[src/rtl/xc_malu_unit.sv]
`default_nettype none
// +----------------------------------------------------------------------------+
// | Module   : xc_malu_unit                                                    |
// | Purpose  : Multi-cycle multiply/divide unit for the XCrypto execute stage. |
// |            Divide/remainder, 32x32->64 integer and carryless multiply,     |
// |            packed-lane multiply and multi-precision madd/msub/macc/mmul   |
// |            all run on one bit-serial datapath around a 64-bit accumulator. |
// | Ports    : clock, reset (async, active-high)                               |
// |            rs1/rs2/rs3 [31:0] operands, valid request, flush (on ready)    |
// |            uop_* one-hot op select, mod_* signedness/carryless modifiers   |
// |            pw_* one-hot packed lane width                                  |
// |            result [63:0], accumulator [63:0], n_accumulator [63:0], ready  |
// | Config   : XC_MALU_PMUL_EN - define to build the packed multiply lanes;    |
// |            otherwise uop_pmul finishes in 1 cycle with result 0.           |
// | Revision : 1.0 - initial release                                           |
// +----------------------------------------------------------------------------+
module xc_malu_unit (
  input  logic        clock,
  input  logic        reset,
  input  logic [31:0] rs1,
  input  logic [31:0] rs2,
  input  logic [31:0] rs3,
  input  logic        flush,
  input  logic        valid,
  input  logic        uop_div,
  input  logic        uop_rem,
  input  logic        uop_mul,
  input  logic        uop_pmul,
  input  logic        uop_madd,
  input  logic        uop_msub_1,
  input  logic        uop_msub_2,
  input  logic        uop_macc_1,
  input  logic        uop_macc_2,
  input  logic        uop_mmul_1,
  input  logic        uop_mmul_2,
  input  logic        mod_lh_sign,
  input  logic        mod_rh_sign,
  input  logic        mod_carryless,
  input  logic        pw_32,
  input  logic        pw_16,
  input  logic        pw_8,
  input  logic        pw_4,
  input  logic        pw_2,
  output logic [63:0] result,
  output logic [63:0] accumulator,
  output logic [63:0] n_accumulator,
  output logic        ready
);

  typedef enum logic [1:0] {
    S_IDLE = 2'd0,
    S_RUN  = 2'd1,
    S_DONE = 2'd2
  } state_t;

  state_t      state_q, state_d;
  logic [5:0]  count_q, count_d;   // 0..31 iterate, 32 = final fix-up step
  logic [63:0] acc_q, acc_d;
  logic [63:0] result_q, result_d;

  // --------------------------------------------------------------------------
  // Operation classes
  // --------------------------------------------------------------------------
  logic is_divrem, clmul, use_sign, short_op, keep_acc;

  assign is_divrem = uop_div | uop_rem;
  assign clmul     = mod_carryless & (uop_mul | uop_pmul);
  assign use_sign  = is_divrem | (uop_mul & ~mod_carryless);

`ifdef XC_MALU_PMUL_EN
  assign short_op  = uop_msub_2 | uop_macc_2;
  assign keep_acc  = uop_msub_2 | uop_macc_2 | uop_mmul_2;
`else
  // Without the packed lanes, pmul is a one-step no-op that leaves acc alone.
  assign short_op  = uop_msub_2 | uop_macc_2 | uop_pmul;
  assign keep_acc  = uop_msub_2 | uop_macc_2 | uop_mmul_2 | uop_pmul;
`endif

  // pw_32 only marks the default lane width; it carries no extra information.
  logic unused_pw;
  assign unused_pw = ^{pw_32, pw_16, pw_8, pw_4, pw_2};

  // Signed ops work on magnitudes and fix the sign up in the final step.
  logic        neg1, neg2;
  logic [31:0] mag1, mag2;

  assign neg1 = use_sign & mod_lh_sign & rs1[31];
  assign neg2 = use_sign & mod_rh_sign & rs2[31];
  assign mag1 = neg1 ? (~rs1 + 32'd1) : rs1;
  assign mag2 = neg2 ? (~rs2 + 32'd1) : rs2;

  logic [4:0] cnt;
  assign cnt = count_q[4:0];

  // --------------------------------------------------------------------------
  // Multiply step: LSB-first, the multiplicand is shifted into place and added
  // (or XORed) into the accumulator, so a retained accumulator value (mmul_2)
  // is simply the starting point of the sum.
  // --------------------------------------------------------------------------
  logic [63:0] addend;

`ifdef XC_MALU_PMUL_EN
  // Lane products are packed at 2w-bit spacing in the accumulator so no lane
  // can carry into its neighbour; a 32-bit "lane" degenerates to plain mul.
  logic [4:0]  lane_mask, bitpos, lane_base;
  logic [31:0] amask, lane_a;
  logic [5:0]  sh;

  always_comb begin
    lane_mask = 5'd31;
    if (uop_pmul) begin
      if (pw_16)     lane_mask = 5'd15;
      else if (pw_8) lane_mask = 5'd7;
      else if (pw_4) lane_mask = 5'd3;
      else if (pw_2) lane_mask = 5'd1;
    end
  end

  assign bitpos    = cnt & lane_mask;
  assign lane_base = cnt & ~lane_mask;
  assign amask     = 32'hFFFF_FFFF >> (5'd31 - lane_mask);
  assign lane_a    = (mag1 >> lane_base) & amask;
  assign sh        = {lane_base, 1'b0} + {1'b0, bitpos};
  assign addend    = {32'd0, lane_a} << sh;

  // Gather lane i's low half into result[31:0] and high half into [63:32].
  function automatic logic [63:0] f_unpack(input logic [63:0] p, input logic [4:0] lm);
    logic [63:0] r;
    int          off, lb, m;
    logic [5:0]  lo_i, hi_i;
    r = '0;
    m = int'({27'd0, lm});
    for (int k = 0; k < 32; k++) begin
      off       = k & m;
      lb        = k - off;
      lo_i      = 6'(2 * lb + off);
      hi_i      = 6'(2 * lb + off + m + 1);
      r[k]      = p[lo_i];
      r[k + 32] = p[hi_i];
    end
    return r;
  endfunction
`else
  assign addend = {32'd0, mag1} << cnt;
`endif

  logic [63:0] mul_next;
  always_comb begin
    mul_next = acc_q;
    if (mag2[cnt]) mul_next = clmul ? (acc_q ^ addend) : (acc_q + addend);
  end

  // --------------------------------------------------------------------------
  // Restoring divide step: acc = {remainder, dividend/quotient}. The shifted
  // partial remainder needs 33 bits when the divisor exceeds 2^31.
  // --------------------------------------------------------------------------
  logic [63:0] work, div_next;
  logic [32:0] rem_sh;
  logic [33:0] diff;
  logic        ge;

  assign work     = (count_q == 6'd0) ? {32'd0, mag1} : acc_q;
  assign rem_sh   = {work[63:32], work[31]};
  assign diff     = {1'b0, rem_sh} - {2'b00, mag2};
  assign ge       = ~diff[33];
  assign div_next = {(ge ? diff[31:0] : rem_sh[31:0]), work[30:0], ge};

  // --------------------------------------------------------------------------
  // Final fix-up step
  // --------------------------------------------------------------------------
  logic [31:0] q_fix, r_fix;
  logic [63:0] fin_acc, fin_res;

  assign q_fix = (rs2 == 32'd0) ? 32'hFFFF_FFFF :
                 ((neg1 ^ neg2) ? (~acc_q[31:0] + 32'd1) : acc_q[31:0]);
  assign r_fix = neg1 ? (~acc_q[63:32] + 32'd1) : acc_q[63:32];

  always_comb begin
    fin_acc = acc_q;
    if (uop_div)         fin_acc = {32'd0, q_fix};
    else if (uop_rem)    fin_acc = {32'd0, r_fix};
    else if (uop_mul)    fin_acc = (neg1 ^ neg2) ? (~acc_q + 64'd1) : acc_q;
    else if (uop_madd)   fin_acc = acc_q + {32'd0, rs3};
    else if (uop_msub_2) fin_acc = acc_q - {32'd0, rs3};
    else if (uop_macc_2) fin_acc = acc_q + {rs2, rs1};
`ifdef XC_MALU_PMUL_EN
    else if (uop_pmul)   fin_acc = f_unpack(acc_q, lane_mask);
`endif
    fin_res = fin_acc;
`ifndef XC_MALU_PMUL_EN
    if (uop_pmul) fin_res = 64'd0;
`endif
  end

  // --------------------------------------------------------------------------
  // FSM
  // --------------------------------------------------------------------------
  always_comb begin
    state_d  = state_q;
    count_d  = count_q;
    acc_d    = acc_q;
    result_d = result_q;
    if (!valid) begin
      state_d = S_IDLE;
      count_d = 6'd0;
    end else begin
      case (state_q)
        S_IDLE: begin
          state_d = S_RUN;
          count_d = 6'd0;
          acc_d   = keep_acc ? acc_q : 64'd0;
        end
        S_RUN: begin
          if (short_op || (count_q == 6'd32)) begin
            state_d  = S_DONE;
            acc_d    = fin_acc;
            result_d = fin_res;
          end else begin
            acc_d   = is_divrem ? div_next : mul_next;
            count_d = count_q + 6'd1;
          end
        end
        S_DONE: begin
          if (flush) begin
            state_d = S_IDLE;
            count_d = 6'd0;
          end
        end
        default: state_d = S_IDLE;
      endcase
    end
  end

  always_ff @(posedge clock or posedge reset) begin
    if (reset) begin
      state_q  <= S_IDLE;
      count_q  <= 6'd0;
      acc_q    <= 64'd0;
      result_q <= 64'd0;
    end else begin
      state_q  <= state_d;
      count_q  <= count_d;
      acc_q    <= acc_d;
      result_q <= result_d;
    end
  end

  assign result        = result_q;
  assign accumulator   = acc_q;
  assign n_accumulator = (state_q == S_RUN) ? acc_d : acc_q;
  assign ready         = (state_q == S_DONE);

endmodule
`default_nettype wire

[config.mk]
export PLATFORM = sky130hd
export DESIGN_NAME = xc_malu_unit
export DESIGN_NICKNAME = d
export VERILOG_FILES = /design/src/rtl/xc_malu_unit.sv
export SDC_FILE = /design/constraint.sdc
export NUM_CORES = 2
export LEC_CHECK = 0
export CORE_AREA = 2 2 196 342
export CTS_CLUSTER_DIAMETER = 60
export DETAILED_ROUTE_END_ITERATION = 10
export DIE_AREA = 0 0 198 344
export PLACE_DENSITY_LB_ADDON = 0.2
export SYNTH_ARGS = -nofsm -noshare
export SYNTH_HDL_FRONTEND = slang
export SYNTH_SLANG_ARGS = --single-unit
[constraint.sdc]
create_clock -name clock -period 10.1 [get_ports clock]
set_input_delay 2.02 -clock clock [delete_from_list [all_inputs] [get_ports clock]]
set_output_delay 2.02 -clock clock [all_outputs]
set_load 0.01 [all_outputs]
==> run_results.csv, run 1 <==
group,metric,value,unit
run_status,run_status,"aborted with a tool error",
run_status,haltStage,"global routing",
run_status,toolErrorMsg,"[ERROR GRT-0116] Global routing finished with congestion. Check the congestion regions in the DRC Viewer.",
floorplan,die_y,344,um
floorplan,ios,312,
synth,syn-instance-count,4834,
placement,globalplace.congestion,1.23,
synth,syn_area_per_cell,6.70,sq um
floorplan,initial_utilization,49.6,%
synth,synth.distinct_cells,106,
floorplan,die_width,198,um
placement,placement.cell_area,41000,sq um
clock_tree,cts_buffer_depth,2,
synth,syn_area,32400,sq um
synth,synth_warnings,0,
global_routing,grt_first_pass_wirelength,383000,um
placement,dp.final_hpwl,175000,um
clock_tree,clock_root_buffer_master,"clkbuf_16",
global_routing,maximum_number_of_pins_on_one_net_before_global_route_repair,72,
global_routing,global_route.overflow_total,303,
synth,asyncSetResetFlopFracSynth,100,%
clock_tree,number_of_h_tree_branching_levels,4,
clock_tree,cts_hold_repair.buffers,0,
synth,synth_sequential_area_ratio,10.5,%
clock_tree,clock-sinks,136,
synth,synth_enable_flop_cells,0,
synth,dominantRegCellSynth,"dfrtp_1",
global_routing,grt_pass1_vias,50657,
placement,io_buffers,303,
clock_tree,tritoncts.num_buffers,17,
floorplan,fp-row-count,124,
synth,yosys_register_bits,136,
global_routing,total_grt_usage,75.9,%
synth,synth_net_count,5191,
[repair_timing]
item                                    4_1_cts
endpoints found under the setup margin       44
pin swaps                                   103
resized for setup                           249
endpoints found under the hold margin         0
buffers inserted                             51
[cells by family after synthesis]
family                   share of synthesized area, %
adder cells (fa/ha/maj)                          9.31
multiplexers                                     3.70
AO/OA/AOI/OAI                                    37.2
buffers and inverters                            6.27
AND/OR/NAND/NOR                                  25.1
XOR/XNOR                                         7.95
flip-flops                                       10.5
[metal layers]
layer	track usage, %	GRT overflow
met5	28.8	0
met3	59.6	1
met2	93.8	165
met1	72.9	3
met4	81.7	134
[metrics by stage]
stage | setup slack [ns] | utilization, % | std cells | setup TNS [ns]
after floorplan | 0.677 | - | 4834 | 0
after global placement | -1.41 | 62.8 | 6431 | -27.61
after detailed placement | -1.44 | 62.8 | 6431 | -28.02
after CTS | -0.00932 | 65.4 | 6514 | -0.00932
[cell usage after synthesis (17+ instances only)]
library cell  count  share of area (%)
nor3_1          136                2.1
a211oi_1         99                2.3
a21oi_1         455                7.0
o31ai_1          59                1.4
a311oi_1         19               0.51
or4_1            27               0.63
nor2_1          435                5.0
mux2_2           25               0.87
a21o_1          137                3.2
and3_1           37               0.71
o21bai_1         42               0.97
and2_1           59                1.1
o21ai_0         374                5.8
or2_2            24               0.46
a22o_1           30               0.81
a221o_1          22               0.68
mux2i_1          78                2.4
inv_1           155                1.8
xor2_1          104                2.8
ha_1            233                9.0
o22ai_1          34               0.66
a221oi_1         35               0.95
o21a_1           49                1.1
dfrtp_1         136                 11
nand3_1         139                2.1
nor4_1           46               0.89
buf_1            30               0.35
a31oi_1          90                1.7
buf_2            22               0.34
xnor2_1         188                5.1
nor2b_1          26               0.50
a22oi_1          20               0.46
o211ai_1         71                1.6
o41ai_1          18               0.49
o221ai_1         27               0.73
nand2b_1         36               0.70
or3_1            59                1.1
o2111ai_1        17               0.46
nand4_1          87                1.7
nand2_1         558                6.5
clkbuf_1        301                3.5
a211o_1          19               0.51
==> inputs of run 2 (changes only) <==
Settings changed: CORE_AREA 2 2 196 342 to 2 2 308 310, CTS_CLUSTER_DIAMETER 60 to default, DIE_AREA 0 0 198 344 to 0 0 310 312, PLACE_DENSITY_LB_ADDON 0.2 to 0.15.
==> run 2 against run 1 <==
Net effect:
- the flow now finishes without violations
- synthesized area unchanged
- synthesized cell count unchanged
==> run_results.csv, run 2 <==
group,metric,value,unit
detailed_routing,per_cell_via_count_in_the_routed_design,6.47,
floorplan,core_area,93000,sq um
synth,synth.distinct_cells,106,
timing,final.setup.worst_slack,0.0851,ns
timing,number_of_slew_limit_violations_in_the_final_report,0,
worst_setup_path,worst-endpoint-required,8.08,ns
synth,asyncSetResetFlopFracSynth,100,%
worst_setup_path,critical_path.top_delay_family,"buffers and inverters",
synth,yosys_register_bits,136,
global_routing,grt_pass1_vias,41088,
timing,final_hold_viol_count,0,
timing,max-slew-margin-rel,3.73,%
clock_tree,tritoncts.num_buffers,17,
clock_tree,path_clk_slew,0.06,ns
global_routing,grt.busiest_layer,"met2",
synth,syn-instance-count,4834,
clock_tree,number_of_h_tree_branching_levels,4,
timing,fin_crit,10.01,ns
floorplan,ios,312,
floorplan,floorplan.die_area,96700,sq um
global_routing,grt_use_met3,11.0,%
synth,syn_area,32400,sq um
cells_and_area,final_cell_mix,"buf_4 (813), nand2_1 (549), nor2_1 (408), a21oi_1 (396), o21ai_0 (332)",
worst_setup_path,critical_path.n_buffers_inverters,10,
clock_tree,clkLatencyLatePin,0.55,ns
cells_and_area,area_delta_synth_final,36.1,%
cells_and_area,stdcell_area,44100,sq um
worst_setup_path,timing.critical_path.slowest_cell_delay,0.53,ns
synth,synth_net_count,5191,
power_and_ir_drop,p_leak,19.3,nW
worst_setup_path,crit_path_frequent_cell,"buf_4",
run_status,run_status,"completed",
worst_setup_path,crit_arrival,7.99,ns
floorplan,fp-row-count,112,
synth,syn_area_per_cell,6.70,sq um
timing,hold-worst-slack,0.462,ns
clock_tree,cts_hold_repair.buffers,0,
global_routing,grt_antenna_before_repair,10,
power_and_ir_drop,peak_supply_drop,0.138,mV
hold_path,worst_hold_path_type,"register to register",
floorplan,die_width,310,um
synth,synth.area.top_cells,"dfrtp_1 (11%), ha_1 (9.0%), a21oi_1 (7.0%)",
worst_setup_path,timing.critical_path.slowest_stage_cell,"clkdlybuf4s50_1",
synth,synth_sequential_area_ratio,10.5,%
timing,setup_viol,0,
detailed_routing,detail-route-antenna-nets,0,
synth,synth_enable_flop_cells,0,
cells_and_area,final_layout_size_suffix_gt1_share,22.4,%
timing,rsz0062_at_grt,"yes",
placement,dp_cells,6809,
synth,netlist.area_leader.share,10.5,%
cells_and_area,final_cells,6892,
synth,cell_with_the_most_instances_after_synthesis,"nand2_1",
power_and_ir_drop,power.total,7.81,mW
job,maxCapViolCount,0,
placement,globalplace.congestion,1.05,
detailed_routing,wl_per_cell,31.3,um
timing,fin_crit_sh,99.2,%
power_and_ir_drop,power_per_cell_area,177,nW/um^2
clock_tree,clock-sinks,136,
global_routing,global_route.overflow_total,0,
synth,synth_area_leader_cell,"dfrtp_1",
timing,setup_total_negative_slack,0,ns
cells_and_area,mostFrequentLayoutCell,"buf_4",
timing,max_freq,0.0999,GHz
synth,synth_warnings,0,
power_and_ir_drop,sequentialPowerShare,10.4,%
detailed_routing,finalWirelength,216000,um
global_routing,total_grt_usage,43.0,%
worst_setup_path,crit_path_end_kind,"output port",
global_routing,grtUsageMet1,59.0,%
clock_tree,clock_root_buffer_master,"clkbuf_16",
global_routing,maximum_number_of_pins_on_one_net_before_global_route_repair,66,
clock_tree,tritoncts_clock_tree,"done",
power_and_ir_drop,power.internal,3.43,mW
synth,synth_commonest_cells,"nand2_1 (558), a21oi_1 (455), nor2_1 (435)",
worst_setup_path,critical_path_peak_fanout,6,
timing,clock-skew-final,0.0171,ns
cells_and_area,final_nets,5980,
power_and_ir_drop,clock_power_share,9.6,%
global_routing,grt_use_met2,62.6,%
placement,placement.cell_area,41600,sq um
cells_and_area,final_util,47.4,%
placement,io_buffers,303,
worst_setup_path,critPathKind,"primary input to output port",
timing,tightest_slew,1.43,ns
power_and_ir_drop,switching_fraction_of_total_power,56.1,%
placement,pre_cts_slack,-0.974,ns
detailed_routing,first_drt_pass_iteration_count,7,
clock_tree,cts_buffer_depth,2,
synth,dominantRegCellSynth,"dfrtp_1",
detailed_routing,drc_errors,0,
placement,dp.final_hpwl,172000,um
detailed_routing,vias,44574,
power_and_ir_drop,share_comb_of_total_power,80.0,%
power_and_ir_drop,power_switching,4.38,mW
floorplan,die_y,312,um
global_routing,grt_first_pass_wirelength,302000,um
floorplan,initial_utilization,34.8,%
detailed_routing,drtIter0Drc,5727,
worst_setup_path,critPathLaunchType,"primary input",
## run 2: cell counts after synthesis
Identical to the previous run, type by type.
## run 2: final timing paths
| kind | from | endpoint | slack (ns) | depth (start not counted) |
|---|---|---|---|---|
| min in group asynchronous | reset | result[41] | 1.85 | 2 |
| max reg2reg | count_q[3] | accumulator[56] | 4.09 | 21 |
| min reg2reg | result[38] | result[38] | 0.46 | 2 |
| min | result[38] | result[38] | 0.46 | 2 |
| max in group asynchronous | reset | accumulator[43] | 6.99 | 3 |
| max | rs1[15] | n_accumulator[61] | 0.09 | 31 |
## run 2: layout make-up
class                           count  area (sq um)
Fill cell                        9800         49000
Multi-Input combinational cell   4177         28600
Timing Repair Buffer             1131          9300
Sequential cell                   136          3400
Tap cell                         1254          1570
Inverter                          160           606
Clock buffer                       18           439
Clock inverter                     14           188
Antenna cell                        2          5.00
## run 2: worst register-to-register path, cell delays in order, from the launching register on
cell and delay, ns:
dfrtp_1 0.46, buf_4 0.31, nor2_1 0.55, and3_1 0.41, nand2b_1 0.12, buf_4 0.22
a21oi_1 0.23, ha_1 0.29, inv_1 0.08, fa_1 0.40, a211oi_1 0.31, o21ai_0 0.27
nand3_1 0.21, a211oi_1 0.12, buf_4 0.16, o41ai_1 0.42, a21oi_1 0.15, xnor2_1 0.33
nor2_1 0.08, a211oi_1 0.51, nor4_4 0.10, a21o_1 0.17
## run 2: repair_timing
item                                    CTS  global route
pin swaps                                88           124
buffers inserted                         28            26
endpoints found under the setup margin   44            48
gates resized for setup                 212           244
gates cloned                              0             0
## run 2: cell families after synthesis
logic type	after synthesis	synth area share [%]
multiplexers	110	3.70
adder cells (fa/ha/maj)	238	9.31
AND/OR/NAND/NOR	1720	25.1
AO/OA/AOI/OAI	1816	37.2
flip-flops	136	10.5
buffers and inverters	521	6.27
XOR/XNOR	293	7.95
## run 2: power groups by stage
stage,registers [mW],logic [mW],clock network [mW]
after global routing,0.822,6.56,0.772
after detailed placement,0.817,5.83,0
after global placement,0.814,5.84,0
after floorplan,0.860,3.02,0
after CTS,0.807,5.93,0.749
final,0.815,6.25,0.746
## run 2: layer usage
layer  share of wire (%)  routed length [um]
met1                  41               89400
met2                  41               88900
met3                  12               25500
met4                 5.6               12100
met5               0.029                  63
(Power assumes the default switching activity.)
